### config.mk
export PLATFORM = sky130hd
export DESIGN_NAME = dev_bridge
export DESIGN_NICKNAME = d
export VERILOG_FILES = /design/src/rtl/bridge_pkg.sv /design/src/rtl/dev_bridge_irq_pend.sv /design/src/rtl/dev_bridge.sv
export SDC_FILE = /design/constraint.sdc
export NUM_CORES = 1
export LEC_CHECK = 0
export CAP_MARGIN = 15
export CORE_ASPECT_RATIO = 0.5
export CORE_MARGIN = 2
export CORE_UTILIZATION = 35
export CTS_CLUSTER_SIZE = 14
export DETAILED_ROUTE_END_ITERATION = 12
export DONT_BUFFER_PORTS = 1
export PLACE_DENSITY = 0.49
export SLEW_MARGIN = 10
export SYNTH_ARGS = -nofsm -noshare
export SYNTH_HDL_FRONTEND = slang
export SYNTH_SLANG_ARGS = --single-unit
### constraint.sdc
create_clock -name CLK -period 3.6 [get_ports CLK]
set_clock_uncertainty 0.15 [all_clocks]
set_input_delay 0.72 -clock CLK [delete_from_list [all_inputs] [get_ports CLK]]
set_output_delay 0.72 -clock CLK [all_outputs]
set_load 0.05 [all_outputs]
### src/rtl/bridge_pkg.sv
// Shared constants for the CPU-to-timer bridge: FSM encoding,
// timer register offsets, default device bases and the window decoder.
package bridge_pkg;

  localparam logic [1:0] S_IDLE   = 2'd0;
  localparam logic [1:0] S_ACCESS = 2'd1;
  localparam logic [1:0] S_RESP   = 2'd2;

  localparam logic [1:0] REG_CTRL   = 2'd0;
  localparam logic [1:0] REG_PRESET = 2'd1;
  localparam logic [1:0] REG_COUNT  = 2'd2;

  localparam logic [31:0] BASE0_DEF = 32'h0000_7F00;
  localparam logic [31:0] BASE1_DEF = 32'h0000_7F10;

  // A device owns three word registers starting at its base.
  function automatic logic in_window(
    input logic [31:0] a,
    input logic [31:0] base
  );
    return (a >= base) && (a <= base + 32'd11) && (a[1:0] == 2'b00);
  endfunction

endpackage

### src/rtl/dev_bridge_irq_pend.sv
// Rising-edge detector with a sticky pending flag for one device IRQ.
// Ports: CLK, RSTn (sync, active-low), irq level, ack pulse, pend out.
module irq_pend (
  input  logic CLK,
  input  logic RSTn,
  input  logic irq,
  input  logic ack,
  output logic pend
);

  logic irq_q;

  always_ff @(posedge CLK) begin
    if (!RSTn) begin
      irq_q <= 1'b0;
      pend  <= 1'b0;
    end else begin
      irq_q <= irq;
      // a fresh edge wins over a simultaneous ack
      if (irq && !irq_q)
        pend <= 1'b1;
      else if (ack)
        pend <= 1'b0;
    end
  end

endmodule

### src/rtl/dev_bridge.sv
// CPU bus to two timer devices: IDLE/ACCESS/RESP access FSM, address
// decode, one-cycle ready strobe and per-device pending interrupts.
// Ports: Pr* CPU side, DEV* device side, IRQ*/IntAck in, HWInt to CP0.
module dev_bridge
  import bridge_pkg::*;
#(
  parameter logic [31:0] BASE0 = BASE0_DEF,
  parameter logic [31:0] BASE1 = BASE1_DEF
) (
  input  logic        CLK,
  input  logic        RSTn,
  input  logic        PrReq,
  input  logic        PrWE,
  input  logic [31:0] PrAddr,
  input  logic [31:0] PrWD,
  output logic [31:0] PrRD,
  output logic        PrReady,
  output logic        PrErr,
  output logic [1:0]  DEV_innerADDR,
  output logic [31:0] DEV_WD,
  output logic        DEV0_WE,
  output logic        DEV1_WE,
  input  logic [31:0] DEV0_RD,
  input  logic [31:0] DEV1_RD,
  input  logic        IRQ0,
  input  logic        IRQ1,
  input  logic [1:0]  IntAck,
  output logic [5:0]  HWInt
);

  logic [1:0]  state;
  logic [31:0] addr_r;
  logic [31:0] wd_r;
  logic        we_r;
  logic [31:0] rd_r;
  logic        hit0;
  logic        hit1;
  logic        active;
  logic        pend0;
  logic        pend1;

  assign hit0   = in_window(addr_r, BASE0);
  assign hit1   = in_window(addr_r, BASE1);
  assign active = (state == S_ACCESS) || (state == S_RESP);

  always_ff @(posedge CLK) begin
    if (!RSTn) begin
      state  <= S_IDLE;
      addr_r <= '0;
      wd_r   <= '0;
      we_r   <= 1'b0;
      rd_r   <= '0;
    end else begin
      unique case (1'b1)
        (state == S_ACCESS): begin
          state <= S_RESP;
          if (!we_r && hit0)
            rd_r <= DEV0_RD;
          else if (!we_r && hit1)
            rd_r <= DEV1_RD;
          else
            rd_r <= '0;
        end
        (state == S_RESP): state <= S_IDLE;
        default: begin
          state <= S_IDLE;
          if (PrReq) begin
            state  <= S_ACCESS;
            addr_r <= PrAddr;
            wd_r   <= PrWD;
            we_r   <= PrWE;
          end
        end
      endcase
    end
  end

  // Outputs are forced low while reset is asserted, so an
  // in-flight access never leaks a write enable or ready.
  always_comb begin
    DEV_innerADDR = '0;
    DEV_WD        = '0;
    DEV0_WE       = 1'b0;
    DEV1_WE       = 1'b0;
    PrReady       = 1'b0;
    PrErr         = 1'b0;
    PrRD          = '0;
    if (RSTn) begin
      if (active) begin
        DEV_innerADDR = addr_r[3:2];
        DEV_WD        = wd_r;
      end
      if (state == S_ACCESS && we_r) begin
        DEV0_WE = hit0;
        DEV1_WE = hit1;
      end
      if (state == S_RESP) begin
        PrReady = 1'b1;
        PrErr   = !(hit0 || hit1);
        PrRD    = rd_r;
      end
    end
  end

  irq_pend u_pend0 (
    .CLK  (CLK),
    .RSTn (RSTn),
    .irq  (IRQ0),
    .ack  (IntAck[0]),
    .pend (pend0)
  );

  irq_pend u_pend1 (
    .CLK  (CLK),
    .RSTn (RSTn),
    .irq  (IRQ1),
    .ack  (IntAck[1]),
    .pend (pend1)
  );

  assign HWInt = RSTn ? {4'b0000, pend1, pend0} : 6'b0;

endmodule

### After elaboration in Yosys (flattened, before gate mapping)

Cells that the tools add are included.

| word-level totals | value |
|---|---|
| flip-flop bits (word level) | 103 |
| input port bits | 136 |
| output and inout bits | 76 |
| logic and storage cells | 59 |

| cells by class | value |
|---|---|
| order comparisons | 4 |
| eq/ne operators | 2 |
| muxes and demuxes | 23 |
| bitwise operators | 1 |
| reductions and logical operators | 20 |

Operator list:

| kind | count |
|---|---|
| two-way mux 32 bit | 6 |
| greater-or-equal comparator 32 x 15 -> 1 bit (second input constant) | 2 |
| less-or-equal comparator 32 x 15 -> 1 bit (second input constant) | 2 |
| two-way mux 1 bit | 13 |
| logical AND 1 bit | 9 |
| two-way mux 2 bit | 3 |
| zero test 1 bit | 4 |
| case mux 2 bit (2 select lines) | 1 |
| nonzero test 2 bit | 2 |
| equality test 2 x 1 -> 1 bit (second input constant) | 1 |
| equality test 2 bit (second input constant) | 1 |
| zero test 2 bit | 1 |
| logical OR 1 bit | 2 |
| AND reduction 2 bit | 1 |
| OR reduction 2 bit | 1 |
| inverter 1 bit | 1 |

### Longest topological paths before layout

Gate-level depths: netlist of the first run.

| depth | value |
|---|---|
| depth after elaboration | 7 |
| mapped depth | 7 |
| mapped depth without buffers | 5 |

### Cells and area by module

A second synthesis of the first run with hierarchy kept.

| second synthesis, totals | value |
|---|---|
| cells, all modules | 672 |
| area total of the unflattened synthesis | 5,148.7 µm² |

By module, submodules not included:

| module | times used | cells an instance | area each (µm²) | seq. area each (µm²) |
|---|---|---|---|---|
| dev_bridge | 1 | 660 | 5,008.6 | 1,981.9 |
| irq_pend | 2 | 6 | 70.1 | 40.0 |

### Least setup slack after synthesis of the first run

No wires, ideal clock.

| path | value |
|---|---|
| path kind | register to output |
| start point | reg addr_r[18] |
| end point | out DEV0_WE |
| data arrival time | 2.453 ns |
| required time | 2.730 ns |
| path slack | 0.277 ns |
| cell stages (with the launch flop) | 6 |
| buffers on the path | 1 |
| path through | dfxtp_1 or4_1 a221oi_2 buf_8 nand3_1 nor3_1 |

| on the way | value |
|---|---|
| longest elaborated chain between the ends | 5 |
| elaborated cells on any way between the ends | 6 |
| those cells by class | order compare (2); mux (2); reduce/logical (2) |

Ends and longest elaborated chain:

| item | line | RTL |
|---|---|---|
| start, declared | dev_bridge.sv:32 | `logic [31:0] addr_r;` |
| start signal, assigned | dev_bridge.sv:69 | `addr_r <= PrAddr;` |
| greater-or-equal comparator 32 x 15 -> 1 bit or less-or-equal comparator 32 x 15 -> 1 bit (tied branches) | bridge_pkg.sv:21 | `return (a >= base) && (a <= base + 32'd11) && (a[1:0] == 2'b00);` |
| logical AND 1 bit * (2 in series) | bridge_pkg.sv:21 |  |
| two-way mux 1 bit * | dev_bridge.sv:93 | `if (state == S_ACCESS && we_r) begin` |
| two-way mux 1 bit * | dev_bridge.sv:88 | `if (RSTn) begin` |
| end, declared | dev_bridge.sv:21 | `output logic DEV0_WE,` |

Mark *: on every way between the ends. The rest lies on a longest branch, timed or not.

### Worst setup path after layout of the first run

| path | value |
|---|---|
| start point | reg state[0] |
| end point | out PrRD[2] |

| on the way | value |
|---|---|
| longest elaborated chain between the ends | 3 |

Ends and longest elaborated chain:

| item | line | RTL |
|---|---|---|
| start, declared | dev_bridge.sv:31 | `logic [1:0] state;` |
| start signal, assigned | dev_bridge.sv:48 | `state <= S_IDLE;` |
| start signal, assigned | dev_bridge.sv:56 | `state <= S_RESP;` |
| start signal, assigned | dev_bridge.sv:64 | `(state == S_RESP): state <= S_IDLE;` |
| equality test 2 bit | dev_bridge.sv:97 | `if (state == S_RESP) begin` |
| two-way mux 32 bit | dev_bridge.sv:97 |  |
| two-way mux 32 bit | dev_bridge.sv:88 |  |
| end, declared | dev_bridge.sv:16 | `output logic [31:0] PrRD,` |

No other way between the ends.

==> metrics.md, run 1 <==
| Metric | Value |
|---|---|
| Ant diodes | 0 |
| Total core area | 14,400 um^2 |
| Commonest non-fill, non-tap cell in the layout | nand2_1 |
| Post-synthesis compound-gate area fraction | 17.1% |
| Final Max Slew Viols | 0 |
| Routed wire length per instance | 17.1 um |
| Cells along the critical path | inv_1 -> ha_1 -> buf_4 -> and3_1 |
| Peak supply drop | 0.221 mV |
| Most frequent cells in the layout | nand2_1 (167), dfxtp_1 (103), nand4_1 (65), a21boi_0 (65), and2_1 (37) |
| Normalized max-slew margin | 37.5% |
| Distinct cells, synth | 29 |
| Clk sinks | between 100 and 150 |
| Setup crit start kind | register |
| Main combinational cell family by area after synthesis | simple AND/OR/NAND/NOR gates |
| DIE AREA | 15,700 um^2 |
| Synth Area in Adders | 0.733% |
| Hold_buf cts | 0 |
| Top-Level Pins | 212 |
| #FFs+latches synth | 103 |
| # setup viols final | 0 |
| Mapped Area | 5120 um^2 |
| Worst path bufs/invs | 2 |
| Post-CTS Setup Inserts | 0 |
| Routed WL | 14,200 um |
| Final #Nets | roughly 770 |
| Fin crit share | approximately four fifths |
| Tot GR Track Use | 17.4% |
| Worst skew pair latency | 0.35 ns |
| Sequential cell area fraction in the yosys report | ~40% |
| Worst path top cell family by delay | simple AND/OR/NAND/NOR gates |
| CP max stage delay | 0.52 ns |
| Synth-to-Final Area Change | 5.62% |
| Actual slew at the worst max-slew pin | 0.937 ns |
| Clk Tree Root Cell | clkbuf_16 |
| CTS tree | yes |
| Largest net degree at the start of global routing | around 140 |
| Gr ovfl total | 0 |
| Gpl congestion | a little over 0.7 |
| Routed Antenna Nets | 0 |
| Drt drc | 0 |
| Global-route wire length before repair | 21,600 um |
| Final Hold Vio Count | 0 |
| TritonRoute pass-1 iters | 4 |
| Clock slew at reported path FFs | 0.07 ns |
| Via density | 5.36 |
| Final total power | 2.55 mW |
| Max frequency | about 0.34 GHz |
| Hold WC Path Type | reg2reg |
| I/O Buffers | 0 |
| PostCTS Resize Cnt | 0 |
| Outcome | complete, no violations |
| Power per Cell Area | ~470 nW/um^2 |
| Number of max-cap violations | 0 |
| Crit-path max FO | 20 |
| DR vias | 4,447 |
| CTS buffer count | 9 |
| P_leak | a little over 2 nW |
| Synth Area in Simple Gates | 33.7% |
| DP HPWL | 8590 um |
| Iter 0 DRT Violations | 220 |
| Xor/xnor share of the synthesized area | 0% |
| Gate Count Post-Synth | 672 |
| TNS Setup | 0 ns |
| H-tree levels | 3 |
| CP arrival | 2.08 ns |
| Mux cell area share after synthesis | 0% |
| Slowest library cell on the worst path | and3_1 |
| FP Rows | 31 |
| Fraction of layout cells with a size suffix above 1 | under 10% |
| Vias in the first global route | 4,055 |
| Worst Path Required | 2.73 ns |
| Syn Area/Cell | 7.62 um^2 |
| Nature of the critical path endpoint | output pin |
| Warnings, synthesis | 0 |
| Initial antenna violation count | 0 |
| Clk buf depth | 2 |
| Crit path kind | reg2out |
| DIE HEIGHT | 89.5 um |
| Initial Util | about 36% |
| Die W | 175 um |
| Final min period | 2.95 ns |
| RSZ-0062 raised after global routing | false |
[cell usage after synthesis]
library cell  count  area share [%]
nand2_1         168              12
dfxtp_1         103              40
a21boi_0         65             9.5
nand4_1          65             7.9
clkbuf_1         44             3.2
and2_1           38             4.6
and3_1           33             4.0
nor2_1           33             2.4
a31oi_1          32             3.9
o21ai_0          32             3.1
buf_6            10             2.2
buf_2             9            0.88
inv_1             7            0.51
buf_1             6            0.44
buf_4             4            0.59
ha_1              3            0.73
nand3_1           3            0.29
nor3_1            3            0.29
nor4_1            3            0.37
o22ai_1           2            0.24
a221oi_2          1            0.29
and4_1            1            0.17
buf_8             1            0.29
conb_1            1           0.073
nor2b_1           1            0.12
nor3_2            1            0.20
nor4b_4           1            0.46
or4_1             1            0.15
or4b_4            1            0.27
[routing by layer]
metal / vias up / global-route usage (%) / part of all wire (%)
li1: 2209 / - / -
met1: 2083 / 22.0 / 46
met2: 144 / 28.7 / 46
met3: 11 / 6.38 / 8.0
met4: 0 / 3.86 / 0.86
met5: - / 0 / 0
[state kept, by name (all words and copies together), names as in the netlist]
register,cells
addr_r,32
rd_r,32
u_pend0.irq_q,1
we_r,1
u_pend1.irq_q,1
wd_r,32
u_pend0.pend,1
state,2
u_pend1.pend,1
[final cells by class]
type | instances | area, um^2
clock buffer | 10 | 229
clock inverter | 6 | 52.6
fill | 1534 | 8980
inverter | 7 | 26.3
multi-input combinational | 491 | 2680
sequential | 103 | 2060
tap | 198 | 248
timing repair buffer | 15 | 113
[path summary, 6_finish.rpt]
kind / from / depth (start not counted) / end / slack [ns]
setup / recovery: state[0] / 4 / PrRD[2] / 0.65
hold / removal: u_pend1.irq_q / 1 / u_pend1.pend / 0.26
setup reg to reg: addr_r[18] / 5 / rd_r[10] / 1.26
hold reg to reg: u_pend1.irq_q / 1 / u_pend1.pend / 0.26
[kinds of logic after synthesis]
logic type / Yosys count
compound gates: 132
fa+ha+maj: 3
buf+inv: 81
flops: 103
other cells: 1
simple gates: 352
[where the power goes]
group	internal (mW)	leakage [nW]	switching (mW)	total, mW
clock network	0.483	0.137	0.461	0.944
registers	1.22	0.846	0.0416	1.26
logic	0.0920	1.05	0.255	0.347
total	1.79	2.04	0.758	2.55
[metrics by stage]
| step | area [um^2] | std cells | setup WS, ns | hold WS, ns | utilization [%] |
|---|---|---|---|---|---|
| after global routing | 5410 | 830 | 0.524 | 0.279 | 37.6 |
| after floorplan | 5130 | 675 | 0.277 | 0.238 | - |
| after detailed placement | 5130 | 814 | 1.00 | 0.251 | 35.6 |
| after CTS | 5410 | 830 | 0.620 | 0.261 | 37.6 |
| after global placement | 5130 | 814 | 1.06 | 0.243 | 35.6 |
| final | 5410 | 830 | 0.655 | 0.259 | 37.6 |
Note: power is estimated with default switching activity, not from simulation.
==> run 2: changes to the inputs <==
- clock period: 3.6 -> 3.1 ns (I/O delays scaled with it)
==> run 2 against run 1 <==
Against the previous run:
- critical path depth increased by 1
- hold slack got worse by 0.020 ns
- die area unchanged
- non-clock buffer count increased by 18
- count of clock-buffer cells in the layout increased by 1
- register-to-register slack got worse by 0.50 ns
- utilization increased by 1.2 points
- global-route usage increased by 0.097 points
==> metrics.md, run 2 (synthesis gave the netlist of run 1 again) <==
| Metric | Value |
|---|---|
| Psw | 0.892 mW |
| Tot GR Track Use | between 10% and 20% |
| FP Rows | 31 |
| Fin crit share | 91.3% |
| Fraction of layout cells with a size suffix above 1 | 8.77% |
| Setup slack, reg-to-reg | 0.76 ns |
| Initial antenna violation count | 0 |
| CTS tree | yes |
| Power per Cell Area | 543 nW/um^2 |
| DIE AREA | approximately 16,000 um^2 |
| Worst Setup SP | addr_r[15] |
| Reg power frac | between 40% and 50% |
| Clk pwr share | 38.3% |
| Slowest library cell on the worst path | or4b_4 |
| Cells along the critical path | or4b_4 -> nor3_4 -> nand3_1 -> nor3_1 -> buf_4 |
| Routed wire length per instance | approximately 17 um |
| DIE HEIGHT | 89.5 um |
| Drt drc | 0 |
| R2R Path End | rd_r[28] |
| Clk Tree Root Cell | clkbuf_16 |
| Final Hold Vio Count | 0 |
| Total core area | 14,400 um^2 |
| Final total power | 3.02 mW |
| Largest net degree at the start of global routing | around 140 |
| Iter 0 DRT Violations | 178 |
| Cell-internal power | between 2 and 2.5 mW |
| Actual slew at the worst max-slew pin | 0.707 ns |
| DP HPWL | 8520 um |
| DR vias | 4,474 |
| I/O Buffers | 0 |
| Final Max Slew Viols | 0 |
| Worst Path Required | 2.33 ns |
| Most frequent cells in the layout | nand2_1 (167), dfxtp_1 (103), nand4_1 (65), a21boi_0 (65), and2_1 (37) |
| Initial Util | 35.6% |
| Setup crit start kind | register |
| Worst skew pair latency | 0.34 ns |
| Hold_buf cts | 0 |
| Commonest non-fill, non-tap cell in the layout | nand2_1 |
| Crit path kind | reg2out |
| Origin of the critical flop-to-flop path | addr_r[18] |
| Top-Level Pins | around 210 |
| Combinational share of power | 13.5% |
| Normalized max-slew margin | 52.9% |
| Clk sinks | 103 |
| Die W | approximately 180 um |
| Gpl congestion | 0.728 |
| Clock slew at reported path FFs | 0.07 ns |
| PostCTS Resize Cnt | 0 |
| Number of max-cap violations | 0 |
| Post-CTS Setup Inserts | 0 |
| Hold path start | IntAck[1] |
| Switching Share | 29.5% |
| Largest registers | addr_r x32, rd_r x32, wd_r x32 |
| Gr ovfl total | 0 |
| R2R depth | 5 |
| # setup viols final | 0 |
| Peak supply drop | 0.264 mV |
| CP arrival | 2.06 ns |
| TNS Setup | 0 ns |
| Final #Nets | 784 |
| Critical Path Sink | DEV1_WE |
| Nature of the critical path endpoint | output pin |
| Synth-to-Final Area Change | 8.90% |
| H-tree levels | 3 |
| CTS buffer count | 9 |
| Outcome | complete, no violations |
| P_leak | about 2.2 nW |
| Hold WC Path Type | in2reg |
| Vias in the first global route | slightly above 4,000 |
| Final min period | 2.83 ns |
| Global-route wire length before repair | 21,700 um |
| Clk buf depth | 2 |
| Ant diodes | 0 |
| TritonRoute pass-1 iters | 4 |
| Via density | around 5.3 |
| Routed WL | 14,200 um |
| Max frequency | 0.353 GHz |
| Crit-path max FO | 3 |
| CP max stage delay | 0.59 ns |
| RSZ-0062 raised after global routing | false |
| Routed Antenna Nets | 0 |
## run 2: cell count changes in the layout (fill, tap and decap cells not counted), sizes merged
cell and change:
buf +18, clkinvlp -1, clkbuf +1
## run 2: layer usage
layer / up-vias / track usage, % / routed length (um)
met5: - / 0 / 0
met4: 0 / 4.17 / 106
met2: 141 / 28.8 / 6510
met3: 10 / 6.55 / 1180
met1: 2075 / 22.0 / 6360
li1: 2248 / - / -
## run 2: power groups by stage
stage               clock (mW)  combinational [mW]  sequential, mW
floorplan                    0               0.385            1.47
global placement             0               0.405            1.49
detailed placement           0               0.409            1.49
CTS                       1.21               0.410            1.46
global route              1.26               0.455            1.47
finish                    1.16               0.408            1.46
## run 2: worst max-delay path, delay by kind of cell (launching register included)
| kind | cells | cell delay [ns] |
|---|---|---|
| flops | 1 | 0.35 |
| simple gates | 4 | 1.15 |
| buf+inv | 1 | 0.23 |
## run 2: worst min-delay path by stage
stage / to / cells past startpoint
detailed placement: u_pend1.pend / 1
global placement: u_pend1.pend / 1
global route: u_pend0.pend / 1
floorplan: u_pend0.pend / 1
finish: u_pend1.pend / 1
CTS: u_pend1.pend / 1
## run 2: per-stage QoR
| stage | worst slack, ns | hold slack (ns) | utilization [%] | instances | instance area, um^2 |
|---|---|---|---|---|---|
| after floorplan | -0.123 | 0.238 | - | 675 | 5130 |
| after global placement | 0.640 | 0.246 | 36.6 | 832 | 5270 |
| after detailed placement | 0.611 | 0.251 | 36.6 | 832 | 5270 |
| after CTS | 0.228 | 0.221 | 38.7 | 848 | 5580 |
| after global routing | 0.139 | 0.215 | 38.7 | 848 | 5580 |
| final | 0.269 | 0.239 | 38.7 | 848 | 5580 |
## run 2: area by class of cell
cell class / count / area (um^2)
clock inverters: 5 / 48.8
inverters: 7 / 26.3
fillers: 1553 / 8810
well taps: 198 / 248
flip-flops and latches: 103 / 2060
repair buffers: 33 / 260
clock buffers: 11 / 253
multi-input cells: 491 / 2680
